File: config.mk
export PLATFORM = sky130hd
export DESIGN_NAME = instruction_dispatcher
export DESIGN_NICKNAME = d
export VERILOG_FILES = /design/src/rtl/vTPU_pkg.sv /design/src/rtl/instruction_dispatcher_opcode_classifier.sv /design/src/rtl/instruction_dispatcher.sv
export SDC_FILE = /design/constraint.sdc
export NUM_CORES = 1
export LEC_CHECK = 0
export CAP_MARGIN = 10
export CELL_PAD_IN_SITES_DETAIL_PLACEMENT = 0
export CELL_PAD_IN_SITES_GLOBAL_PLACEMENT = 1
export CORE_MARGIN = 3
export CORE_UTILIZATION = 27
export DETAILED_ROUTE_END_ITERATION = 7
export GPL_ROUTABILITY_DRIVEN = 1
export PLACE_DENSITY = 0.88
export SYNTH_ARGS = -nofsm -noshare
export SYNTH_HDL_FRONTEND = slang
export SYNTH_SLANG_ARGS = --single-unit
File: constraint.sdc
create_clock -name clk -period 1.5 [get_ports clk]
set_input_delay 0.225 -clock clk [delete_from_list [all_inputs] [get_ports clk]]
set_output_delay 0.225 -clock clk [all_outputs]
set_load 0.01 [all_outputs]
File: src/rtl/vTPU_pkg.sv
// Shared vTPU types: instruction record, opcode constants, dispatcher state and class enums.
package vTPU_pkg;

  localparam int unsigned OP_CODE_WIDTH = 8;

  typedef struct packed {
    logic [OP_CODE_WIDTH-1:0] op_code;
    logic [31:0]              calc_length;
    logic [15:0]              acc_address;
    logic [23:0]              buffer_address;
  } INSTRUCTION_TYPE;

  localparam INSTRUCTION_TYPE init_instruction = '0;

  localparam logic [OP_CODE_WIDTH-1:0] OP_NOP         = 8'h00;
  localparam logic [OP_CODE_WIDTH-1:0] OP_WEIGHT_LOAD = 8'h01;
  localparam logic [4:0]               OP_MATMUL_PREFIX = 5'b00001;
  localparam logic [OP_CODE_WIDTH-1:0] OP_SYNC        = 8'hFF;

  typedef enum logic [1:0] {
    IDLE,
    DISPATCH,
    SYNC_DRAIN
  } DISPATCH_STATE_TYPE;

  typedef enum logic [2:0] {
    CLS_NOP,
    CLS_WEIGHT,
    CLS_MATMUL,
    CLS_SYNC,
    CLS_ILLEGAL
  } INSTR_CLASS_TYPE;

endpackage

File: src/rtl/instruction_dispatcher_opcode_classifier.sv
// Combinational opcode classifier; also usable by the look-ahead buffer's matmul check.
module opcode_classifier
  import vTPU_pkg::*;
(
  input  logic [OP_CODE_WIDTH-1:0] op_code,
  output INSTR_CLASS_TYPE          instr_class
);

  always_comb begin
    instr_class = CLS_ILLEGAL;
    if (op_code == OP_NOP)
      instr_class = CLS_NOP;
    else if (op_code == OP_WEIGHT_LOAD)
      instr_class = CLS_WEIGHT;
    else if (op_code[7:3] == OP_MATMUL_PREFIX)
      instr_class = CLS_MATMUL;
    else if (op_code == OP_SYNC)
      instr_class = CLS_SYNC;
  end

endmodule

File: src/rtl/instruction_dispatcher.sv
// Instruction dispatcher: holds one instruction, issues to weight/matmul unit, drains on SYNC.
// Optional performance counters enabled by DISPATCH_PERF_CNT_EN.
module instruction_dispatcher
  import vTPU_pkg::*;
#(
  parameter int unsigned UNIT_COUNT   = 2,
  parameter int unsigned SYNC_TIMEOUT = 1024
) (
  input  logic            clk,
  input  logic            rst,
  input  INSTRUCTION_TYPE instruction_input,
  input  logic            instruction_en,
  output logic            instruction_busy,
  output INSTRUCTION_TYPE weight_instruction,
  output logic            weight_instruction_en,
  input  logic            weight_busy,
  output INSTRUCTION_TYPE matmul_instruction,
  output logic            matmul_instruction_en,
  input  logic            matmul_busy,
  output logic            synchronize,
  output logic            sync_timeout,
  output logic            illegal_opcode
`ifdef DISPATCH_PERF_CNT_EN
  ,
  output logic [31:0]     stall_cycles,
  output logic [31:0]     issued_count
`endif
);

  localparam int unsigned CNT_W = $clog2(SYNC_TIMEOUT + 1);
  localparam logic [CNT_W-1:0] CNT_MAX = CNT_W'(SYNC_TIMEOUT);

  DISPATCH_STATE_TYPE state;
  INSTR_CLASS_TYPE    in_cls;
  INSTR_CLASS_TYPE    cls_q;
  INSTRUCTION_TYPE    hold;
  logic [CNT_W-1:0]   drain_cnt;
  logic               sync_timeout_q;
  logic               illegal_q;

  logic [UNIT_COUNT-1:0] unit_busy;
  logic                  any_busy;
  logic                  target_busy;
  logic                  issue;

  opcode_classifier u_classifier (
    .op_code     (instruction_input.op_code),
    .instr_class (in_cls)
  );

  assign unit_busy   = {matmul_busy, weight_busy};
  assign any_busy    = |unit_busy;
  assign target_busy = (cls_q == CLS_MATMUL) ? matmul_busy : weight_busy;

  // Strobes follow the live busy inputs so a unit freeing up is served in the same cycle.
  assign weight_instruction_en = (state == DISPATCH) && (cls_q == CLS_WEIGHT) && !weight_busy;
  assign matmul_instruction_en = (state == DISPATCH) && (cls_q == CLS_MATMUL) && !matmul_busy;
  assign issue                 = weight_instruction_en || matmul_instruction_en;

  assign weight_instruction = weight_instruction_en ? hold : init_instruction;
  assign matmul_instruction = matmul_instruction_en ? hold : init_instruction;

  assign instruction_busy = (state != IDLE);
  assign synchronize      = (state == SYNC_DRAIN) && !any_busy;
  assign sync_timeout     = sync_timeout_q;
  assign illegal_opcode   = illegal_q;

  always_ff @(posedge clk) begin
    if (rst) begin
      state          <= IDLE;
      hold           <= init_instruction;
      cls_q          <= CLS_NOP;
      drain_cnt      <= '0;
      sync_timeout_q <= 1'b0;
      illegal_q      <= 1'b0;
    end else begin
      case (state)
        IDLE: begin
          if (instruction_en) begin
            hold  <= instruction_input;
            cls_q <= in_cls;
            case (in_cls)
              CLS_WEIGHT, CLS_MATMUL: state <= DISPATCH;
              CLS_SYNC:               state <= SYNC_DRAIN;
              CLS_ILLEGAL:            illegal_q <= 1'b1;
              default:                ;
            endcase
          end
        end
        DISPATCH: begin
          if (issue)
            state <= IDLE;
        end
        SYNC_DRAIN: begin
          if (!any_busy) begin
            state     <= IDLE;
            drain_cnt <= '0;
          end else begin
            if (drain_cnt != CNT_MAX)
              drain_cnt <= drain_cnt + 1'b1;
            // Flag rises on the same edge the counter lands on SYNC_TIMEOUT.
            if (drain_cnt >= CNT_MAX - 1'b1)
              sync_timeout_q <= 1'b1;
          end
        end
        default: state <= IDLE;
      endcase
    end
  end

`ifdef DISPATCH_PERF_CNT_EN
  logic stall;
  assign stall = ((state == DISPATCH) && target_busy) || (state == SYNC_DRAIN);

  always_ff @(posedge clk) begin
    if (rst) begin
      stall_cycles <= '0;
      issued_count <= '0;
    end else begin
      if (stall && (stall_cycles != '1))
        stall_cycles <= stall_cycles + 1'b1;
      if (issue && (issued_count != '1))
        issued_count <= issued_count + 1'b1;
    end
  end
`else
  logic unused_target_busy;
  assign unused_target_busy = target_busy;
`endif

endmodule

; ---- Yosys cells after proc, flatten, opt, wreduce, memory -nomap -nowiden
; Index checks and enable logic that the tools add are counted.
[totals]
rom_bits = 0
latchBits = 0
inputBits = 85
ff_bits = 98
out_inout_bits = 166
mem_count = 0
wordCells = 60
mem_bits_rw = 0
[op_classes]
div_mod_pow = 0
n_lt_le_gt_ge = 1
mux = 13
bitwise_logic = 0
n_mul = 0
n_reduce_logical = 19
n_addsub = 1
n_eq_ne = 17
n_shift = 0
[ops]
columns = operator, count
row1 = $mux 80, 2
row2 = $mux 11, 2
row3 = $mux 3, 4
row4 = $add 11x1->11 const B, 1
row5 = $ge 11x10->1 const B, 1
row6 = $ne 11x11->1 const B, 1
row7 = $eq 3x2->1 const B, 3
row8 = $eq 8x1->1 const B, 1
row9 = $eq 8x8->1 const B, 1
row10 = $logic_not 8->1, 1
row11 = $eq 3x1->1 const B, 2
row12 = $mux 2, 3
row13 = $ne 2x2->1 const B, 3
row14 = $pmux 2 s3, 1
row15 = $reduce_and 3->1, 2
row16 = $eq 5x1->1 const B, 1
row17 = $logic_and 1x1->1, 5
row18 = $pmux 2 s2, 1
row19 = $reduce_and 2->1, 2
row20 = $reduce_and 4->1, 1
row21 = $reduce_or 2->1, 2
row22 = $eq 3x3->1 const B, 1
row23 = $logic_not 1->1, 3
row24 = $ne 3x1->1 const B, 1
row25 = 6 further kinds, 6

; ---- Longest topological paths before layout
[logic_depth]
depth_word = 10
mapped_depth = 6

; ---- Modules after synthesis
; A second synthesis with hierarchy kept.
[hier_totals]
cells_unflattened = 642
hier_area_um2 = 4810.9
[by_module_without_submodules]
columns = module, cells_each, seq_area_each_um2, n_inst, area_per_inst_um2
row1 = instruction_dispatcher, 633, 1961.9, 1, 4737.0
row2 = opcode_classifier, 9, 0.0, 1, 73.8

; ---- Worst setup path before layout
; OpenSTA, ideal clock, no wires.
[synth_timing]
path_type = flip-flop to output port
from = register cls_q[0]
to = output port matmul_instruction[0] in the netlist's numbering
stages_incl_launch_ff = 6
path_slack_ns = 0.085
arrival_ns = 1.190
path_buffers = 2
required_time_ns = 1.275
cell_sequence = dfxtp_1 > nor3b_2 > and3_1 > buf_2 > clkbuf_1 > and2_1
[synth_lines]
columns = item, line
row1 = start: declaration, instruction_dispatcher.sv:35  ; INSTR_CLASS_TYPE cls_q;
row2 = start signal: assignment, instruction_dispatcher.sv:81  ; cls_q <= in_cls;
row3 = end: declaration, instruction_dispatcher.sv:17  ; output INSTRUCTION_TYPE matmul_instruction,

==> results.json <==
{
  "gr-total-overflow": 0,
  "critPathCaptureType": "output pin",
  "power_leakage_nw": 4.060,
  "grt_pass1_vias": 4934,
  "clkTransAtPathRegs_ps": 70,
  "wl_met2_um": 9598,
  "first_pass_iters": 4,
  "clock.fmax_mhz": 505.1,
  "dr_total_vias": 5360,
  "start_kind": "register",
  "grt_pass1_wl_um": 26720,
  "synth_sequential_area_ratio_pct": 41.00,
  "wl_met1_um": 8519,
  "drcViolationCount": 0,
  "die_y_um": 139.1,
  "p_switching_mw": 1.455,
  "cts_made_buffers": 9,
  "grtUsageTotal_pct": 17.02,
  "min_period_ps": 1980,
  "met3WireLength_um": 1319,
  "wirelength_um": 19810,
  "ios": 251,
  "rows": 48,
  "syn-num-nets": 727,
  "p_total_mw": 5.783,
  "die-area_mm2": 0.01935,
  "insertion_delay_ps": 340,
  "drive_gt1_share_pct": 41.23,
  "p_int_mw": 4.328,
  "cts.path.max_buffers": 2,
  "slew_headroom_pct": 73.65,
  "path_class": "register to output pin",
  "rsz0062_at_grt": "true",
  "status": "finished, violations left",
  "fin_worst_skew_ps": 5.380,
  "netlist_instances": 640,
  "cp.required_ps": 1270,
  "max-cap-violations": 0,
  "maxSlewViolCount": 0,
  "avgRoutedWirePerCell_um": 16.90,
  "setup_slack_ps": -480.0,
  "setup_viol": 243,
  "io_buffer_count": 250,
  "core_area_mm2": 0.01730,
  "cts.sinks": 98,
  "nets": 1028,
  "n_fill_cell": 1639,
  "synth_area_per_cell_um2": 7.476,
  "ys_ff_latch": 98,
  "gp_congestion": 0.7931,
  "crit_path_max_fanout": 11,
  "comb_power_share_pct": 13.0,
  "synth_ff_type": "dfxtp_1",
  "ctsHtreeMaxLevel": 3,
  "fin_crit_sh_pct": 132.0,
  "top_layer_used": "met4",
  "synth_edf_count": 0,
  "place_ws_ps": -806.6,
  "hold_path_class": "primary input to register",
  "antenna_found_initial": 0,
  "async_flop_share_pct": 0,
  "start_util_pct": 27.66,
  "whs_ps": 122.1,
  "hold_viol_final": 0,
  "power.share.clock_pct": 38.1,
  "max-vdd-ir-drop_mv": 0.4944,
  "synth_warnings": 0,
  "worstMarginPinSlew_ps": 392.0,
  "arrival_ps": 1750,
  "synth_area_mm2": 0.004785,
  "grt_max_degree": 62,
  "cts_tree": "built",
  "dp_hpwl_um": 11710,
  "holdBufCountCts": 0,
  "fin_tns_setup_ps": -68100,
  "failed_checks": "negative setup slack",
  "seq_power_share_pct": 48.9,
  "antenna_left": 0,
  "dieWidth_um": 139.1,
  "power_density_mw_per_mm2": 641.0,
  "ys_types": 42,
  "drt_iter0_drc": 216,
  "cts_root_buf": "clkbuf_16",
  "sw_frac_of_total_pct": 25.16,
  "area_growth_pct": 88.55,
  "viasPerCell": 4.573
}
layer usage:
layer / GRT usage [%] / vias to the layer above
met5: 0 / -
met4: 5.973 / 0
met3: 4.862 / 20
met2: 29.17 / 193
met1: 20.41 / 2495
li1: - / 2652
worst paths after layout:
check                       from               endpoint  slack [ps]  cells past startpoint
setup reg to reg        state[0]               hold[13]        -110                      8
hold / removal               rst                hold[1]         120                      2
setup / recovery        state[1]  weight_instruction[1]        -480                      6
hold reg to reg   illegal_opcode         illegal_opcode         450                      2
power by group through the flow:
stage               logic (mW)  registers, mW  clock network (mW)
floorplan                0.258           2.84                   0
global placement         0.626           2.87                   0
detailed placement       0.636           2.88                   0
CTS                      0.639           2.82                2.28
global route             0.813           2.85                2.39
finish                   0.752           2.83                2.20
metrics by stage:
stage	instances	util, %	instance area [µm²]
final	1172	52.16	9021
after global routing	1171	52.14	9019
after CTS	1145	48.12	8323
after detailed placement	1110	45.27	7830
after global placement	1110	45.27	7830
after floorplan	640	-	4785
placed cells by master (no fill, tap or decap), drive strengths merged, types with 3 or more instances in the layout:
cell type      instances
buf                  220
nand2                168
and2                 161
dfxtp                 98
a21oi                 88
clkdlybuf4s50         79
clkbuf                37
nor2                  16
xor2                   7
clkdlybuf4s15          7
nand3                  6
nand4                  4
dlymetal6s2s           4
inv                    4
clkinvlp               3
and4                   3
nor4                   3
o21ai                  3
a31oi                  3
state kept, by name, indices dropped and copies added, names as in the netlist:
| name | flops |
|---|---|
| hold | 80 |
| drain_cnt | 11 |
| cls_q | 3 |
| state | 2 |
| illegal_opcode | 1 |
| sync_timeout | 1 |
worst max-delay path, stage by stage (launching register included):
cell and delay [ps]:
dfxtp_2 340, nor2_2 120, and4_4 290, buf_4 160
clkbuf_16 150, and2_1 130, clkdlybuf4s15_2 220
repair_timing:
item,4_1_cts,5_1_grt
pin swaps,5,34
gates resized for setup,399,509
cloned,5,18
setup endpoints to repair,167,181
buffers inserted,14,16
cells in the mapped netlist, types with 2 or more instances:
cell type	n	area [µm²]
ha_1	2	25.02
a31oi_1	2	12.51
dfxtp_1	98	1962
a21oi_1	88	440.4
nor3b_2	2	25.02
nand3b_1	2	15.01
nand2b_1	2	12.51
nand4_1	4	25.02
nor4_1	2	12.51
buf_2	20	100.1
o21ai_0	2	10.01
and4_1	2	17.52
nand3_1	6	30.03
and3_1	2	12.51
or3_1	2	12.51
nor2_1	16	60.06
xor2_1	7	61.31
nand2_1	168	630.6
and2_1	161	1007
inv_1	4	15.01
o21ba_2	2	20.02
clkbuf_1	26	97.59
cell families after synthesis:
logic type / count (synthesis) / synth area share, %
simple gates: 379 / 40.87
compound gates: 103 / 11.72
flops: 98 / 41.00
buf+inv: 51 / 4.602
xor+xnor: 7 / 1.281
fa+ha+maj: 2 / 0.5229
cell type report:
| cell class | count | area [µm²] | area share [%] |
|---|---|---|---|
| sequential | 98 | 1967 | 21.80 |
| tap | 225 | 281.5 | 3.121 |
| clock inverter | 4 | 27.53 | 0.3051 |
| inverter | 4 | 15.01 | 0.1664 |
| timing repair buffer | 337 | 3521 | 39.03 |
| clock buffer | 12 | 246.5 | 2.732 |
| antenna | 1 | 2.502 | 0.02774 |
| multi-input combinational | 491 | 2960 | 32.82 |
No activity file was read; power rests on OpenSTA's default activity.
==> RTL change (same settings) <==
Set the parameter `SYNC_TIMEOUT` to 512 (it was 1024).
--- a/src/rtl/instruction_dispatcher.sv
+++ b/src/rtl/instruction_dispatcher.sv
@@ -5,5 +5,5 @@
 #(
   parameter int unsigned UNIT_COUNT   = 2,
-  parameter int unsigned SYNC_TIMEOUT = 1024
+  parameter int unsigned SYNC_TIMEOUT = 512
 ) (
   input  logic            clk,
Function: no difference found for any inputs over 4 cycles, from zero or initial values and one cycle with rst high; that may be too few to reach the edited logic, so the function may still have changed.
==> RTL change against the original RTL <==
  * The flow still finishes with violations (setup timing)
  * Area after synthesis is 2.0% lower
  * Design area grew 4.7%
  * Routed wire length is 1.5% higher
  * Sequential cell count decreased by 1
  * Count of clock-buffer cells in the layout up 1
  * Setup slack got worse by 390 ps
  * Power increased by 1.9%
  * Die area shrank 1.9%
  * Non-clock buffer count up 19
  * Largest cell class unchanged
  * Highest routed layer unchanged
==> RTL change: results (changes against the original RTL) <==
number of antenna repair diodes=0 (-1); # setup viols final=163 (-33%); power dissipated by switching net loads=1.38 mW (-5.0%); M2 GR Usage=0.322 (+0.0307); net count after synthesis=714 (-1.8%); largest vdd supply drop=0.000664 V (+34%); Crit Path Max Fanout=6 (-5); maximum number of pins on one net before global-route repair=54 (-13%); Slowest cell on crit path=or3b_4; via count normalized by instance count=4.52 (-1.2%); delay of the slowest critical-path stage=420 ps (+80 ps); failing checks=setup timing; share of the yosys chip area belonging to registers=0.414 (+0.00416); Filler cells=1541 (-6.0%); share of final-layout standard cells stronger than drive strength 1=0.469 (+0.0568); gr usage total=0.188 (+0.0180); Final GP Congestion=0.854 (+7.6%); worst endpoint data arrival time=2140 ps (+390 ps); met3 usage=0.0358 (-0.0128); count of distinct cell types in the synthesized netlist=39 (-7.1%); registers with the most flip-flops=hold: 80 flops, drain_cnt: 10 flops, cls_q: 3 flops; DRC marker count from the first detailed-route iteration=194 (-10%); wire length of the first global-routing pass=27300 um (+2.1%); Static Leakage=4.21 nW (+3.7%); wire per inst=17.1 um (+1.4%); met1 demand-to-capacity share in global routing=0.235 (+0.0314); detailed-placement wirelength estimate=11800 um (+1.0%); minimum setup slack in the final design=-866 ps (-386 ps); final net count=1035 (+0.68%); biggest area contributors in the synthesized netlist=dfxtp_1 (41%), and2_1 (21%), nand2_1 (14%); worst slack, placed=-876 ps (-69.8 ps); result of the run=finished, violations left; list of most frequent post-synthesis cells=nand2_1 (169), and2_1 (161), dfxtp_1 (97); worst slew margin relative to its limit=0.609 (-0.127); number of global-route vias before repair=4850 (-1.7%)
-- RTL change: power by group through the flow --
stage	combinational, mW	clock (mW)	sequential [mW]
finish	0.653	2.43	2.81
global route	0.712	2.63	2.83
CTS	0.628	2.50	2.80
detailed placement	0.621	0	2.86
global placement	0.614	0	2.85
floorplan	0.256	0	2.82
-- RTL change: metrics by stage --
| stage | utilization | instance area [um^2] | setup TNS [ps] | power [mW] | instances |
|---|---|---|---|---|---|
| 3_3_place_gp | 0.466 | 7820 | -125150 | 3.47 | 1104 |
| 5_1_grt | 0.563 | 9440 | -140450 | 6.18 | 1173 |
| 4_1_cts | 0.520 | 8710 | -138390 | 5.93 | 1168 |
| 2_1_floorplan | - | 4740 | -38690 | 3.08 | 627 |
| 6_report | 0.563 | 9440 | -123950 | 5.89 | 1173 |
| 3_5_place_dp | 0.466 | 7820 | -127600 | 3.48 | 1104 |
-- RTL change: worst paths after layout --
check        slack [ps]  cells past startpoint                     end
min                 130                      2            drain_cnt[0]
max                -870                      9  weight_instruction[67]
max reg2reg        -650                     11                state[0]
min reg2reg         460                      2                cls_q[2]
-- RTL change: logic make-up (layout without fill, tap and decap cells) --
kind of cell    Yosys count  in the layout  share of synthesized area
simple gates            375            375                      0.414
flops                    97             97                      0.414
compound gates           95             95                      0.106
buf+inv                  51            377                     0.0472
xor+xnor                  7              7                     0.0131
fa+ha+maj                 2              2                    0.00534
-- RTL change: area by class of cell --
class	instances	area [um^2]	area share
repair buffers	356	3950	0.418
multi-input cells	479	2940	0.311
flip-flops and latches	97	1950	0.206
well taps	220	275	0.0291
clock buffers	13	270	0.0286
clock inverters	3	46.3	0.00490
inverters	5	18.8	0.00199
-- RTL change: what timing repair did --
action,CTS,global route
gates resized for setup,785,216
pin swaps,41,14
cloned,15,5
setup endpoints to repair,219,181
setup buffers,34,12
-- RTL change: worst reg2reg max path: stages (launching register included) --
cell and delay (ps):
dfxtp_2 320, or3b_4 260, nor4b_4 60, buf_6 130, buf_6 110, buf_8 120, buf_12 120, buf_12 130
buf_6 110, buf_6 100, or4b_4 480, o22ai_2 150
-- RTL change: metal layers --
layer	share of wire	vias up
met3	0.057	25
met1	0.41	2472
met5	0	-
li1	-	2643
met2	0.51	159
met4	0.019	0
